===== src/rtl/serial_arith_pkg.sv =====
// Shared types and defaults for the bit-serial arithmetic blocks.
package serial_arith_pkg;

  localparam int unsigned SUB_WIDTH_DEFAULT = 8;

  typedef enum logic [1:0] {
    IDLE  = 2'd0,
    SHIFT = 2'd1,
    DONE  = 2'd2
  } sub_state_t;

endpackage


===== src/rtl/full_subtractor_cell.sv =====
// Single-bit full subtractor: d = a - b - bi, with borrow-out bo.
module full_subtractor_cell (
  output logic d,
  output logic bo,
  input  logic a,
  input  logic b,
  input  logic bi
);

  assign d  = a ^ b ^ bi;
  assign bo = (~a & b) | (~(a ^ b) & bi);

endmodule


===== src/rtl/serial_subtractor.sv =====
// Bit-serial subtractor: diff = a - b, LSB first through one full-subtractor cell.
//
// state | meaning
// IDLE  | ready for operands, no result held
// SHIFT | one difference bit per cycle, counter tracks bit index
// DONE  | result held until out_ready
module serial_subtractor
  import serial_arith_pkg::*;
#(
  parameter int unsigned WIDTH = SUB_WIDTH_DEFAULT
) (
  input  logic             clk,
  input  logic             rst,
  input  logic             in_valid,
  output logic             in_ready,
  input  logic [WIDTH-1:0] a,
  input  logic [WIDTH-1:0] b,
  output logic             out_valid,
  input  logic             out_ready,
  output logic [WIDTH-1:0] diff,
  output logic             borrow_out,
  output logic             ovf
);

  localparam int unsigned CNT_W = $clog2(WIDTH);
  localparam logic [CNT_W-1:0] LAST_BIT = CNT_W'(WIDTH - 1);

  sub_state_t       state_q;
  logic [WIDTH-1:0] a_sr_q, b_sr_q, res_q;
  logic [CNT_W-1:0] cnt_q;
  logic             br_q;
  logic             a_msb_q, b_msb_q;
  logic             borrow_q, ovf_q;
  logic             in_ready_q, out_valid_q;

  logic             cell_d, cell_bo;
  logic [WIDTH-1:0] a_sr_d, b_sr_d, res_d;
  logic [CNT_W-1:0] cnt_d;
  logic             ovf_d;

  full_subtractor_cell u_cell (
    .d  (cell_d),
    .bo (cell_bo),
    .a  (a_sr_q[0]),
    .b  (b_sr_q[0]),
    .bi (br_q)
  );

  assign a_sr_d = {1'b0, a_sr_q[WIDTH-1:1]};
  assign b_sr_d = {1'b0, b_sr_q[WIDTH-1:1]};
  assign res_d  = {cell_d, res_q[WIDTH-1:1]};
  assign cnt_d  = cnt_q + 1'b1;
  // On the last bit cell_d is the result MSB, so overflow is known this cycle.
  assign ovf_d  = (a_msb_q != b_msb_q) && (cell_d != a_msb_q);

  always_ff @(posedge clk) begin
    if (rst) begin
      state_q     <= IDLE;
      a_sr_q      <= '0;
      b_sr_q      <= '0;
      res_q       <= '0;
      cnt_q       <= '0;
      br_q        <= 1'b0;
      a_msb_q     <= 1'b0;
      b_msb_q     <= 1'b0;
      borrow_q    <= 1'b0;
      ovf_q       <= 1'b0;
      in_ready_q  <= 1'b1;
      out_valid_q <= 1'b0;
    end else begin
      unique case (state_q)
        IDLE: begin
          if (in_valid) begin
            a_sr_q     <= a;
            b_sr_q     <= b;
            br_q       <= 1'b0;
            cnt_q      <= '0;
            a_msb_q    <= a[WIDTH-1];
            b_msb_q    <= b[WIDTH-1];
            in_ready_q <= 1'b0;
            state_q    <= SHIFT;
          end
        end
        SHIFT: begin
          a_sr_q <= a_sr_d;
          b_sr_q <= b_sr_d;
          res_q  <= res_d;
          br_q   <= cell_bo;
          cnt_q  <= cnt_d;
          if (cnt_q == LAST_BIT) begin
            borrow_q    <= cell_bo;
            ovf_q       <= ovf_d;
            out_valid_q <= 1'b1;
            state_q     <= DONE;
          end
        end
        DONE: begin
          if (out_ready) begin
            out_valid_q <= 1'b0;
            in_ready_q  <= 1'b1;
            state_q     <= IDLE;
          end
        end
        default: begin
          out_valid_q <= 1'b0;
          in_ready_q  <= 1'b1;
          state_q     <= IDLE;
        end
      endcase
    end
  end

  assign in_ready   = in_ready_q;
  assign out_valid  = out_valid_q;
  assign diff       = res_q;
  assign borrow_out = borrow_q;
  assign ovf        = ovf_q;

  a_no_overlap: assert property (@(posedge clk) disable iff (rst) !(in_ready_q && out_valid_q));

  a_hold_done: assert property (@(posedge clk) disable iff (rst)
    (out_valid_q && !out_ready) |=> (out_valid_q && $stable(res_q) && $stable(borrow_q) && $stable(ovf_q)));

endmodule

===== config.mk =====
export PLATFORM = sky130hd
export DESIGN_NAME = serial_subtractor
export DESIGN_NICKNAME = d
export VERILOG_FILES = /design/src/rtl/serial_arith_pkg.sv /design/src/rtl/full_subtractor_cell.sv /design/src/rtl/serial_subtractor.sv
export SDC_FILE = /design/constraint.sdc
export NUM_CORES = 1
export LEC_CHECK = 0
export ABC_CLOCK_PERIOD_IN_PS = 1400
export CORE_MARGIN = 1.5
export CORE_UTILIZATION = 45
export DETAILED_ROUTE_END_ITERATION = 6
export PLACE_DENSITY = 0.74
export RECOVER_POWER = 25
export SYNTH_ARGS = -nofsm -noshare
export SYNTH_HDL_FRONTEND = slang
export SYNTH_SLANG_ARGS = --single-unit

===== constraint.sdc =====
create_clock -name clk -period 1.4 [get_ports clk]
set_clock_uncertainty 0.2 [all_clocks]
set_input_delay 0.42 -clock clk [delete_from_list [all_inputs] [get_ports clk]]
set_output_delay 0.42 -clock clk [all_outputs]
set_load 0.02 [all_outputs]

==> results of run 1 <==
[worst min-delay path, stage by stage, from the launching register on]
cell	delay, ns
dfxtp_2	0.33
nand2_1	0.05
a21oi_1	0.05
[final timing paths]
kind,slack (ns),end
worst min-delay path,0.27,diff[0]$_SDFFE_PP0P_
worst max register to register,-0.19,ovf$_SDFFE_PP0P_
worst max-delay path,-0.19,ovf$_SDFFE_PP0P_
worst min register to register,0.27,diff[0]$_SDFFE_PP0P_
[flip-flops by register name, indices dropped and copies added, names as in the netlist]
register / flops
b_msb_q: 1
diff: 8
cnt_q: 3
borrow_out: 1
out_valid: 1
a_sr_q: 8
b_sr_q: 8
br_q: 1
a_msb_q: 1
in_ready: 1
state_q: 2
ovf: 1
[final cells by class]
class / instances / area, um^2
timing repair buffer: 59 / 578
sequential: 36 / 743
tap: 46 / 57.6
inverter: 3 / 11.3
fill: 287 / 1120
clock buffer: 8 / 58.8
multi-input combinational: 108 / 767
[layer usage]
layer	global-route usage	wire (um)	vias to the layer above
met4	0.0821	24	0
met5	0	0	-
met1	0.201	1480	628
met3	0.0559	106	2
li1	-	-	659
met2	0.328	1760	22
[metrics by stage]
stage               instance area, um^2  TNS (ns)  hold slack, ns
floorplan                          1560   -0.0625           0.260
global placement                   2020    -12.42           0.241
global route                       2220     -1.53           0.312
detailed placement                 2020    -14.23           0.247
finish                             2220    -0.390           0.265
CTS                                2150    -0.590           0.266
[layout by cell type (no fill, tap or decap), types with 2 or more instances in the layout]
cell,instances
a21oi_2,2
clkbuf_4,5
a21oi_1,11
buf_12,2
nand2b_1,2
dfxtp_2,15
clkdlybuf4s50_1,18
buf_4,24
clkbuf_1,2
a211oi_1,6
inv_1,2
nand2_1,17
mux2i_1,18
a22oi_1,4
dfxtp_1,20
nor2_1,25
a211oi_2,9
buf_6,11
nand3b_1,2
[power breakdown]
part / internal (mW) / switching, mW / leakage, nW
clock network: 0.248 / 0.314 / 0.0326
logic: 0.203 / 0.166 / 0.560
registers: 1.08 / 0.0367 / 0.302
[cells in the mapped netlist (all sizes together)]
master | number | area, um^2
dfxtp | 36 | 721
nor2 | 25 | 93.8
mux2i | 18 | 180
nand2 | 17 | 63.8
a211oi | 15 | 153
a21oi | 13 | 65.1
buf | 9 | 80.1
a22oi | 4 | 30.0
clkbuf | 3 | 12.5
inv | 3 | 11.3
ha | 2 | 25.0
nand2b | 2 | 12.5
nand3b | 2 | 15.0
o21bai | 2 | 15.0
a2bb2oi | 1 | 8.76
a311oi | 1 | 8.76
and2b | 1 | 7.51
fa | 1 | 20.0
nor3 | 1 | 5.00
nor3b | 1 | 12.5
o21a | 1 | 7.51
o21ba | 1 | 10.0
[cells by family (layout without fill, tap and decap cells)]
| family | count (synthesis) | in the layout |
|---|---|---|
| muxes | 18 | 18 |
| DFF | 36 | 36 |
| adders and majority gates | 3 | 3 |
| AOI/OAI and AO/OA | 38 | 38 |
| and+or+nand+nor | 49 | 49 |
| buffers and inverters | 15 | 70 |
[what timing repair did]
action / in CTS / in global routing
hold buffers: 0 / 0
gates resized for setup: 90 / 12
setup buffers: 2 / 3
pin swaps: 1 / 3
gates cloned: 0 / 1
hold endpoints to repair: 0 / 0
setup endpoints to repair: 39 / 31
==> metrics.md, run 1 <==
| Metric | Value |
|---|---|
| # diodes | `0` |
| Req. time, crit path | `1.42 ns` |
| Hold Crit Start | `diff[0]$_SDFFE_PP0P_` |
| Vias/cell | `5.04` |
| Post-synthesis sequential area ratio | `0.463` |
| Outcome | `finished, violations left` |
| WHS Path Cells | `2` |
| Clock transition at path regs | `0.10 ns` |
| Adder-cell share of the synthesized area | `0.0289` |
| Final Wtd Congestion | `0.777` |
| First-pass GRT wire length | `5150 um` |
| Detailed-route DRC error count | `0` |
| # IOs | `32` |
| Clock tree buffer depth | `2` |
| Post-synthesis compound-gate area fraction | `0.191` |
| Post-Syn Area | `1560 um^2` |
| Total power | `2.05 mW` |
| Initial antenna violation count | `0` |
| Synthesized instance count | `159` |
| Final Hold Violating Endpoints | `0` |
| Crit-path max FO | `3` |
| Path depth of the worst reg2reg path | `5` |
| Drt wl/cell | `13.0 um` |
| Worst slack, placed | `-0.531 ns` |
| Cell row count | `21` |
| Hold Path Class | `flop to flop` |
| TritonRoute pass-1 iters | `5` |
| Die Width | `61.8 um` |
| ANT nets after route | `0` |
| GRT Total Usage | `0.184` |
| Element type at the critical path end | `flop` |
| Post-layout util | `0.664` |
| Critical R2R Launch | `br_q$_SDFFE_PP0P_` |
| Final wirelength | `3370 um` |
| Max VDD drop | `0.539 mV` |
| Latest clock arrival within the worst-skew pair | `0.33 ns` |
| Crit path kind | `flop to flop` |
| Area growth syn-to-layout | `42.2%` |
| Slowest stage delay, CP | `0.60 ns` |
| Xor and xnor area share after synthesis | `0` |
| CTS Sinks | `36` |
| Synthesized net count | `182` |
| Worst Max-Slew Pin Slew | `0.288 ns` |
| Worst EP arrival | `1.61 ns` |
| Vias in the first global route | `1281` |
| Final Non-Filler Cells | `260` |
| DRT iter0 DRCs | `48` |
| CORE AREA | `3340 um^2` |
| Yosys reg bits | `36` |
| Share of cells above drive strength 1 | `0.374` |
| Die area | `3820 um^2` |
| DIE HEIGHT | `61.8 um` |
| Largest family of logic cells by synthesized area | `compound AO/OA/AOI/OAI gates` |
| Crit path max-delay family | `adder cells` |
| Synth warnings | `0` |
| Library cells used by synthesis | `26` |
| Vias | `1311` |
| CP bufs+invs | `1` |
| Simple logic cell fraction of the synthesized area | `0.135` |
| Post-layout minimum cycle time | `1.59 ns` |
| Rel. slew slack | `0.808` |
| Final setup fails | `12` |
| Maximum clock frequency | `629 MHz` |
| Critical Path, Cell by Cell | `inv_2, fa_2, nor2_1, a21oi_1, a211oi_2` |
| Syn_area_per_cell | `9.80 um^2` |
| Final WS setup | `-0.191 ns` |
| H-tree levels | `2` |
| CP max stage cell | `fa_2` |
| I/O Buffers | `31` |
| Nets | `236` |
| Final period util | `1.14` |
| Largest net degree at the start of global routing | `29` |
| Max Slew Vio Count | `0` |
| Max_cap viols | `0` |
| Cts bufs inserted | `5` |
| GRT Residual Overflow | `0` |
| Number of cells on the critical path | `5` |
| Initial Utilization | `0.467` |
| DP Wirelength | `2250 um` |
| CTS tree | `yes` |
| Failing checks | `negative setup slack` |
| Unrepaired setup endpoints after global routing | `true` |
| Leakage | `0.895 nW` |
| Nature of the critical path startpoint | `flop` |
| Crit path from | `br_q$_SDFFE_PP0P_` |
| Clock Root Buffer | `clkbuf_4` |
| Mux cell area share after synthesis | `0.116` |
| Pwr/cell area | `924 nW/um^2` |
| Placed Cells | `246` |
No activity file was read; power rests on OpenSTA's default activity.
==> run 2: changes to the inputs <==
Settings changed: ABC_AREA from default to 0.
==> results of run 2 <==
The final DEF is identical to that of run 1; final timing and power are the same.
==> run 3: changes to the inputs <==
Settings changed: SETUP_SLACK_MARGIN from default to 0.5.
==> run 3 against run 2 <==
  * The run still ends with negative setup slack left
  * Critical path depth unchanged
  * Clock-buffer cell count decreased by 2
  * Core utilization increased by 13 points
  * Die area unchanged
  * Flip-flop and latch count unchanged
  * Global-route usage increased by 2.1 points
  * Hold slack improved by 0.035 ns
  * Largest power group unchanged
  * Cell area increased by 20%
  * Final cell count increased by 5.0%
  * Combinational power increased by 48%
  * Register-to-register slack got worse by 0.08 ns
==> metrics.md, run 3 (synthesized netlist as in run 1, its figures left out) <==
| Metric | Value |
|---|---|
| Req. time, crit path | `1.45 ns` |
| Drt wl/cell | `16.0 um` |
| Latest clock arrival within the worst-skew pair | `0.35 ns` |
| H-tree levels | `2` |
| Rel. slew slack | `0.839` |
| Final wirelength | `4360 um` |
| Cell row count | `21` |
| Worst EP arrival | `1.72 ns` |
| Final Hold Violating Endpoints | `0` |
| # diodes | `0` |
| Clock tree buffer depth | `2` |
| Element type at the critical path end | `flop` |
| Unrepaired setup endpoints after global routing | `true` |
| DP Wirelength | `2260 um` |
| Final Wtd Congestion | `0.782` |
| Die area | `3820 um^2` |
| Post-layout minimum cycle time | `1.67 ns` |
| Worst Max-Slew Pin Slew | `0.235 ns` |
| Final WS setup | `-0.267 ns` |
| Max Slew Vio Count | `0` |
| Initial Utilization | `0.467` |
| Failing checks | `negative setup slack` |
| CTS Sinks | `36` |
| Clock transition at path regs | `0.12 ns` |
| Initial antenna violation count | `0` |
| Worst slack, placed | `-0.454 ns` |
| Share of cells above drive strength 1 | `0.559` |
| Hold buffer count at cts | `0` |
| Final setup fails | `16` |
| Max_cap viols | `0` |
| Leakage | `1.02 nW` |
| Clock Root Buffer | `clkbuf_4` |
| TritonRoute pass-1 iters | `4` |
| Hold Path Class | `flop to flop` |
| Cts bufs inserted | `5` |
| Nature of the critical path startpoint | `flop` |
| Most frequent cells in the layout | `buf_6 (25), buf_4 (21), dfxtp_1 (19)` |
| Die Width | `61.8 um` |
| Vias in the first global route | `1279` |
| DIE HEIGHT | `61.8 um` |
| Final period util | `1.19` |
| Crit path kind | `flop to flop` |
| # IOs | `32` |
| Vias | `1407` |
| Max VDD drop | `0.672 mV` |
| Detailed-route DRC error count | `0` |
| GRT Total Usage | `0.205` |
| CORE AREA | `3340 um^2` |
| CTS tree | `yes` |
| Post-layout util | `0.795` |
| Nets | `249` |
| I/O Buffers | `31` |
| ANT nets after route | `0` |
| GRT Residual Overflow | `0` |
| First-pass GRT wire length | `5580 um` |
| Outcome | `finished, violations left` |
| Largest net degree at the start of global routing | `37` |
| Area growth syn-to-layout | `70.4%` |
| Maximum clock frequency | `600 MHz` |
| R2R Setup Slk | `-0.27 ns` |
| Commonest non-fill, non-tap cell in the layout | `buf_6` |
| Crit-path max FO | `3` |
| Pwr/cell area | `903 nW/um^2` |
| Fill cells | `202` |
| DRT iter0 DRCs | `58` |
| Vias/cell | `5.15` |
## run 3: changes by cell type in the layout (fill, tap and decap cells not counted), moves of 4 or more
cell      delta
nor2_4       +8
a211oi_2     +6
dfxtp_2     -11
a211oi_1     -6
nor2_1      -12
dfxtp_4     +12
buf_6       +14
mux2i_2      +4
mux2i_1      -6
nor2_2       +4
## run 3: power by group
group / switching, mW / internal [mW] / total, mW / leakage [nW]
Combinational: 0.232 / 0.314 / 0.546 / 0.669
Sequential: 0.0588 / 1.06 / 1.12 / 0.306
Clock: 0.355 / 0.374 / 0.730 / 0.0422
## run 3: metal layers
layer | up-vias | GRT usage | wire length, um
met5 | - | 0 | 0
met4 | 0 | 0.100 | 100
met2 | 32 | 0.349 | 2340
met3 | 8 | 0.0663 | 149
li1 | 688 | - | -
met1 | 679 | 0.231 | 1770
## run 3: path summary, 6_finish.rpt
kind / start / endpoint / depth (start not counted)
max: br_q$_SDFFE_PP0P_ / ovf$_SDFFE_PP0P_ / 5
min: diff[2]$_SDFFE_PP0P_ / diff[1]$_SDFFE_PP0P_ / 2
max reg2reg: br_q$_SDFFE_PP0P_ / ovf$_SDFFE_PP0P_ / 5
min reg2reg: diff[2]$_SDFFE_PP0P_ / diff[1]$_SDFFE_PP0P_ / 2
## run 3: area by class of cell
type / instances / area, um^2 / share of cell area
Timing Repair Buffer: 72 / 763 / 0.288
Multi-Input combinational cell: 108 / 971 / 0.366
Clock buffer: 6 / 41.3 / 0.0156
Tap cell: 46 / 57.6 / 0.0217
Inverter: 3 / 11.3 / 0.00424
Sequential cell: 36 / 774 / 0.292
Clock inverter: 2 / 35.0 / 0.0132
## run 3: what timing repair did
action                     in CTS  in global routing
pin swaps                      11                 27
buffers inserted               13                 11
setup endpoints to repair      48                 48
resized for setup              93                 25
cloned                          0                  2
## run 3: critical path, stage by stage, from the launching register on
cell and delay (ns):
dfxtp_2 0.36, inv_2 0.04, fa_2 0.61, nor2_1 0.08, a21oi_2 0.19, a211oi_2 0.09
## run 3: through the flow
step           cell area, um^2  hold slack (ns)  setup TNS, ns  total power, mW  std cells
2_1_floorplan             1780            0.260        -0.0625             1.39        159
3_3_place_gp              2160            0.262         -11.88             1.50        239
3_5_place_dp              2160            0.270         -12.95             1.51        239
4_1_cts                   2420            0.301         -0.936             2.28        260
5_1_grt                   2650            0.315          -1.97             2.48        273
6_report                  2650            0.300          -1.11             2.40        273
